File: src/rtl/l2_arbiter.sv
// Round-robin arbiter that gives the icache or the dcache ownership of one shared L2 port.
// Includes an abort path when the owner's request drops, and a sticky watchdog that closes grants held too long.
module l2_arbiter #(
    parameter int ADDR_W  = 28,
    parameter int DATA_W  = 128,
    parameter int TIMEOUT = 255
) (
    input  logic              clk,
    input  logic              rst,
    input  logic              irq,
    input  logic [ADDR_W-1:0] l2_addr_ic,
    input  logic              drq,
    input  logic [ADDR_W-1:0] l2_addr_dc,
    input  logic              l2_cache_rw_dc,
    input  logic [DATA_W-1:0] rd_to_l2,
    input  logic              l2_rdy,
    input  logic              l2_complete,
    output logic              l2_req,
    output logic [ADDR_W-1:0] l2_addr,
    output logic              l2_rw,
    output logic [DATA_W-1:0] l2_wd,
    output logic              ic_gnt,
    output logic              dc_gnt,
    output logic              ic_done,
    output logic              dc_done,
    output logic              l2_timeout
);

    typedef enum logic [1:0] {ST_IDLE = 2'd0, ST_REQ = 2'd1, ST_WAIT = 2'd2} state_t;
    typedef enum logic {OWN_IC = 1'b0, OWN_DC = 1'b1} owner_t;

    // The watchdog fires in the last permitted grant cycle, so the grant never exceeds TIMEOUT cycles.
    localparam logic [7:0] TMO_LAST = 8'(TIMEOUT - 1);

    state_t     state_q, state_d, state_n_s;
    owner_t     owner_q, owner_d, last_q, last_d;
    logic [7:0] cnt_q, cnt_d;
    logic       tmo_q, tmo_d;
    logic       own_req_s, busy_s, wd_hit_s, served_s, abort_s;

    assign own_req_s = (owner_q == OWN_DC) ? drq : irq;
    assign busy_s    = (state_q != ST_IDLE);
    assign wd_hit_s  = busy_s && (cnt_q == TMO_LAST);

    // Next-state, owner, watchdog and fairness bookkeeping.
    always_comb begin
        state_n_s = state_q;
        owner_d   = owner_q;
        cnt_d     = cnt_q;
        served_s  = 1'b0;
        abort_s   = 1'b0;
        case (state_q)
            ST_IDLE: begin
                cnt_d = 8'd0;
                if (irq && drq) begin
                    owner_d   = (last_q == OWN_IC) ? OWN_DC : OWN_IC;
                    state_n_s = ST_REQ;
                end else if (irq) begin
                    owner_d   = OWN_IC;
                    state_n_s = ST_REQ;
                end else if (drq) begin
                    owner_d   = OWN_DC;
                    state_n_s = ST_REQ;
                end else begin
                    state_n_s = ST_IDLE;
                end
            end
            ST_REQ: begin
                cnt_d = (cnt_q == 8'hFF) ? cnt_q : cnt_q + 8'd1;
                if (!own_req_s) begin
                    abort_s   = 1'b1;
                    state_n_s = ST_IDLE;
                end else if (l2_rdy && l2_complete) begin
                    served_s  = 1'b1;
                    state_n_s = ST_IDLE;
                end else if (l2_rdy) begin
                    state_n_s = ST_WAIT;
                end else begin
                    state_n_s = ST_REQ;
                end
            end
            ST_WAIT: begin
                cnt_d = (cnt_q == 8'hFF) ? cnt_q : cnt_q + 8'd1;
                if (l2_complete) begin
                    served_s  = 1'b1;
                    state_n_s = ST_IDLE;
                end else begin
                    state_n_s = ST_WAIT;
                end
            end
            default: begin
                state_n_s = ST_IDLE;
            end
        endcase
        state_d = wd_hit_s ? ST_IDLE : state_n_s;
        last_d  = (served_s || (wd_hit_s && !abort_s)) ? owner_q : last_q;
        tmo_d   = tmo_q | wd_hit_s;
    end

    // State registers; reset leaves the first tie to the dcache.
    always_ff @(posedge clk or negedge rst) begin
        if (!rst) begin
            state_q <= ST_IDLE;
            owner_q <= OWN_IC;
            last_q  <= OWN_IC;
            cnt_q   <= 8'd0;
            tmo_q   <= 1'b0;
        end else begin
            state_q <= state_d;
            owner_q <= owner_d;
            last_q  <= last_d;
            cnt_q   <= cnt_d;
            tmo_q   <= tmo_d;
        end
    end

    assign ic_gnt     = busy_s && (owner_q == OWN_IC);
    assign dc_gnt     = busy_s && (owner_q == OWN_DC);
    assign l2_req     = (state_q == ST_REQ) && own_req_s;
    assign ic_done    = l2_complete && ic_gnt;
    assign dc_done    = l2_complete && dc_gnt;
    assign l2_timeout = tmo_q;

    // Request-path mux; the icache only ever reads.
    always_comb begin
        l2_addr = {ADDR_W{1'b0}};
        l2_rw   = 1'b0;
        l2_wd   = {DATA_W{1'b0}};
        if (!busy_s) begin
            l2_addr = {ADDR_W{1'b0}};
        end else if (owner_q == OWN_DC) begin
            l2_addr = l2_addr_dc;
            l2_rw   = l2_cache_rw_dc;
            l2_wd   = rd_to_l2;
        end else begin
            l2_addr = l2_addr_ic;
        end
    end

endmodule
File: config.mk
export PLATFORM = sky130hd
export DESIGN_NAME = l2_arbiter
export DESIGN_NICKNAME = d
export VERILOG_FILES = /design/src/rtl/l2_arbiter.sv
export SDC_FILE = /design/constraint.sdc
export NUM_CORES = 1
export LEC_CHECK = 0
export BUFFER_PORTS_ARGS = -buffer_cell sky130_fd_sc_hd__buf_4
export CAP_MARGIN = 20
export CORE_AREA = 4 4 136 138
export DETAILED_ROUTE_END_ITERATION = 8
export DIE_AREA = 0 0 140 142
export PLACE_DENSITY = 0.46
export SETUP_SLACK_MARGIN = 0.3
export SYNTH_ARGS = -nofsm -noshare
export SYNTH_HDL_FRONTEND = slang
export SYNTH_SLANG_ARGS = --single-unit
File: constraint.sdc
create_clock -name clk -period 2.8 [get_ports clk]
set_clock_uncertainty 0.2 [all_clocks]
set_input_delay 0.56 -clock clk [delete_from_list [all_inputs] [get_ports clk]]
set_output_delay 0.56 -clock clk [all_outputs]
set_load 0.1 [all_outputs]
## Word-level counts from Yosys, hierarchy flattened

Index checks and enable logic that the tools add are counted.

| word-level totals | value |
|---|---|
| word-level logic and storage cells | 59 |
| register bits after elaboration | 13 |
| input port bits | 191 |
| output and inout port bits | 163 |

| operators by class | value |
|---|---|
| add/subtract/negate cells | 1 |
| multiplexer cells | 28 |
| reductions and logical operators | 18 |
| equality and inequality tests | 5 |
| bitwise logic cells | 2 |

Operator list:

| cell | number |
|---|---|
| 128-bit 2-to-1 mux | 2 |
| 28-bit 2-to-1 mux | 2 |
| 8-bit == test, second input constant | 2 |
| 8-bit case mux with 2 select lines | 1 |
| 1-bit 2-to-1 mux | 15 |
| 2-bit 2-to-1 mux | 5 |
| 1-bit logical AND | 9 |
| 8-bit by 1-bit adder with 8-bit output, second input constant | 1 |
| 8-bit 2-to-1 mux | 1 |
| 2-bit case mux with 3 select lines | 1 |
| 2-bit AND reduction | 2 |
| 2-bit nonzero test | 2 |
| 3-bit nonzero test | 1 |
| 2-bit by 1-bit == test with 1-bit output, second input constant | 1 |
| 2-bit == test, second input constant | 1 |
| 2-bit zero test | 1 |
| 2-bit != test, second input constant | 1 |
| 1-bit case mux with 2 select lines | 1 |
| 2-bit OR reduction | 1 |
| 1-bit zero test | 1 |
| 1-bit logical OR | 1 |
| 1-bit inverter | 1 |
| 1-bit OR | 1 |

## Longest topological paths before layout

| logic depth | value |
|---|---|
| word-level depth | 6 |
| depth in mapped cells | 7 |
| mapped depth without buffers | 6 |

## Least setup slack after synthesis

No wires, ideal clock.

| timing path | value |
|---|---|
| path kind | reg2out |
| start point | reg state_q[0] |
| end point | out ic_done |
| cell stages (with the launch flop) | 6 |
| required time | 2.040 ns |
| buffers on the path | 1 |
| data arrival time | 2.951 ns |
| setup slack | -0.911 ns |
| path through | dfrtp_1 > inv_1 > ha_1 > buf_4 > nor2_1 > and2_1 |

| on the way | value |
|---|---|
| cells in the longest elaborated chain, start to end | 3 |

RTL lines:

| item | RTL line | source |
|---|---|---|
| from (decl) | 35 | `state_t state_q, state_d, state_n_s;` |
| from (signal assigned) | 109 | `state_q <= state_d;` |
| 2-bit nonzero test | 42 | `assign busy_s = (state_q != ST_IDLE);` |
| 1-bit logical AND | 117 | `assign ic_gnt = busy_s && (owner_q == OWN_IC);` |
| via ic_gnt | 22 | `output logic ic_gnt,` |
| 1-bit logical AND | 120 | `assign ic_done = l2_complete && ic_gnt;` |
| to (decl) | 24 | `output logic ic_done,` |

The timed path passes the listed nets, and every way through them passes these cells.

## Final worst setup path

| timing path | value |
|---|---|
| start point | reg state_q[1] |
| end point | out l2_wd[67] |

| on the way | value |
|---|---|
| cells in the longest elaborated chain, start to end | 2 |

RTL lines:

| item | RTL line | source |
|---|---|---|
| 2-bit nonzero test | 42 |  |
| 128-bit 2-to-1 mux | 129 | `if (!busy_s) begin` |
| to (decl) | 21 | `output logic [DATA_W-1:0] l2_wd,` |

Every way passes these cells.

==> summary.md <==
| Metric | Value |
|---|---|
| Initial DRC count | 49 |
| Pre-antenna DRT Iters | 4 |
| Crit. End Element | output pin |
| Grt ovf | 0 |
| Yosys reg bits | 13 |
| Clk buf depth | 2 |
| Cts bufs inserted | 3 |
| Vias in the first global route | 3609 |
| DRC violations left | 0 |
| Cell variety after synth | 36 |
| Vias/cell | 3.957 |
| Crit-path max FO | 12 |
| Ranking of synthesized cells by area | and2_1 39%, dfrtp_1 15%, mux2i_1 14%, nor2_1 6.1%, ha_1 3.6% |
| Initial antenna violation count | 1 |
| Buffers on Ports | 353 |
| Die Height | 142 um |
| Hold Crit Class | reg2reg |
| Critical Path RT | 2040 ps |
| Dominant cell type by area after synthesis | and2_1 |
| RSZ-0062 raised after global routing | yes |
| Initial Util | 0.1222 |
| Die ar. | slightly below 20000 um^2 |
| Layout Nets | 841 |
| Synth Instances | between 200 and 300 |
| Core area | between 15000 and 20000 um^2 |
| Global-route usage over all layers | 0.1381 |
| Vias | 3439 |
| Critical path data arrival time | 1730 ps |
| Hold Path Sink | l2_timeout |
| Max-slew violations | 0 |
| # Max-Cap Violations | 0 |
| Fin crit share | 0.8887 |
| Number of synthesis warnings | 0 |
| Slew @ Worst Pin | 467.2 ps |
| Mapped Nets | just under 500 |
| Clock Latency Late Sink | 240 ps |
| Post-route ant nets | 0 |
| CTS Root Cell | clkbuf_16 |
| Average wire per standard cell | 18.92 um |
| Number of synthesized flops with an enable pin | 0 |
| Min-delay src | l2_timeout |
| Min-Delay Path Depth | 1 |
| Critical R2R Launch | owner_q |
| R2r worst-path depth | 5 |
| Share of cells above drive strength 1 | 0.8523 |
| Startpoint type of the worst setup path | register |
| Die W | ~140 um |
| Final setup viols | 0 |
| Worst reg-to-reg setup slack | ~720 ps |
| Relative slew slack | 0.6879 |
| Peak Freq | 401.9 MHz |
| CTS sink cnt | 13 |
| Largest net degree at the start of global routing | 43 |
| Clk pin slew, worst setup/hold paths | 50 ps |
| Status | finished clean |
| Area growth syn-to-layout | 244.0% |
| Num rows | between 40 and 50 |
| R2r endpoint | last_q |
| Post-DP HPWL | 12.93 mm |
| Total wire length | approximately 16 mm |
| Sequential cell area fraction in the yosys report | 0.1549 |
| Synth top area share | 0.3903 |
| Wire length of the first global-routing pass | 21.52 mm |
| Fin crit period | 2488 ps |
| H-tree levels | 1 |
| Ys async rst share | 1.000 |
| Final Hold Viols | 0 |
| Mapped cell area | 2100 um^2 |
| Critical path class | reg2out |
| CTS tree | built |
| Ports | 354 |
| GPL Wtd Cong | 0.9954 |
| Primary FF master, synth | dfrtp_1 |
| Setup tns final | 0 ps |
| Synthesized area per cell | 7.315 um^2 |
## cell usage in the layout, fill, tap and decap left out, types with 2 or more instances in the layout
cell type / n
a22o_1: 2
a31oi_1: 2
and2_2: 31
and2_4: 101
and4_1: 2
buf_12: 103
buf_4: 229
buf_6: 14
buf_8: 21
clkbuf_16: 7
dfrtp_1: 12
ha_1: 5
inv_1: 3
inv_2: 2
mux2i_1: 30
nand2_1: 7
nand3_1: 3
nor2_1: 5
nor2_2: 21
nor2_4: 8
nor3_1: 3
o21ai_0: 2
o21bai_1: 2
xnor2_1: 3
## worst max-delay path by stage
stage               slack [ps]          to       start  cells past startpoint
finish                     310   l2_wd[67]  state_q[1]                      7
global route               230   l2_wd[67]  state_q[1]                      7
CTS                        300   l2_wd[12]  state_q[1]                      7
detailed placement         220   l2_wd[84]  state_q[0]                      6
global placement           250   l2_wd[80]  state_q[0]                      6
floorplan                  100  l2_addr[2]  state_q[0]                      5
## kinds of logic after synthesis
| kind of cell | after synthesis | synth area share |
|---|---|---|
| xor+xnor | 3 | 0.01252 |
| compound gates | 15 | 0.05661 |
| buf+inv | 28 | 0.05840 |
| fa+ha+maj | 6 | 0.03576 |
| flops | 13 | 0.1549 |
| mux | 31 | 0.1484 |
| simple gates | 191 | 0.5334 |
## worst max-delay path, stage by stage (launching register included)
cell and delay (ps):
dfrtp_1 360, inv_2 60, ha_4 170, nor2b_4 130, buf_6 150, bufbuf_16 280, and2_4 160, buf_12 170
## metrics by stage
stage / cell area [um^2] / setup WS (ps) / instances / util / hold slack [ps]
after floorplan: 2517 / 96.32 / 287 / - / 64.41
after global placement: 5416 / 252.9 / 847 / 0.3153 / 222.7
after detailed placement: 5416 / 221.2 / 847 / 0.3153 / 221.5
after CTS: 6496 / 302.2 / 861 / 0.3782 / 268.7
after global routing: 7222 / 233.7 / 869 / 0.4205 / 288.3
final: 7222 / 311.8 / 869 / 0.4205 / 263.0
## sequential cells by signal, indices dropped and copies added, names as in the netlist
register	count
cnt_q	8
state_q	2
last_q	1
l2_timeout	1
owner_q	1
## layer usage
layer / wire length (um) / vias up / GRT usage
met1: 6182 / 1588 / 0.1652
met3: 1233 / 12 / 0.03091
met2: 8814 / 203 / 0.2568
met5: 0 / - / 0
met4: 212 / 0 / 0.02295
li1: - / 1636 / -
## what timing repair did
item / CTS / global route
buffers inserted: 7 / 2
hold endpoints to repair: 13 / 0
resized for setup: 214 / 142
endpoints found under the setup margin: 163 / 132
gates cloned: 2 / 5
pin swaps: 0 / 15
hold buffers: 1 / 0
## cells in the mapped netlist (2+ instances only)
master and count:
and2_1 131, nor2_1 34, mux2i_1 30, clkbuf_1 16
dfrtp_1 13, nand2_1 7, ha_1 6, buf_2 5
inv_1 5, nand3_1 3, nor2b_1 3, nor3_1 3
xnor2_1 3, a22o_1 2, a31oi_1 2, and4_1 2
o21ai_0 2, o21bai_1 2
## layout make-up
cell class | instances | area (um^2)
antenna | 1 | 2.502
clock buffer | 4 | 78.83
fill | 1602 | 9955
inverter | 5 | 18.77
multi-input combinational | 246 | 2076
sequential | 13 | 326.6
tap | 225 | 281.5
timing repair buffer | 375 | 4438
Power is left out: the tool's default activity adds up to more than one toggle a clock period on the data nets, which glitch-free logic cannot reach.
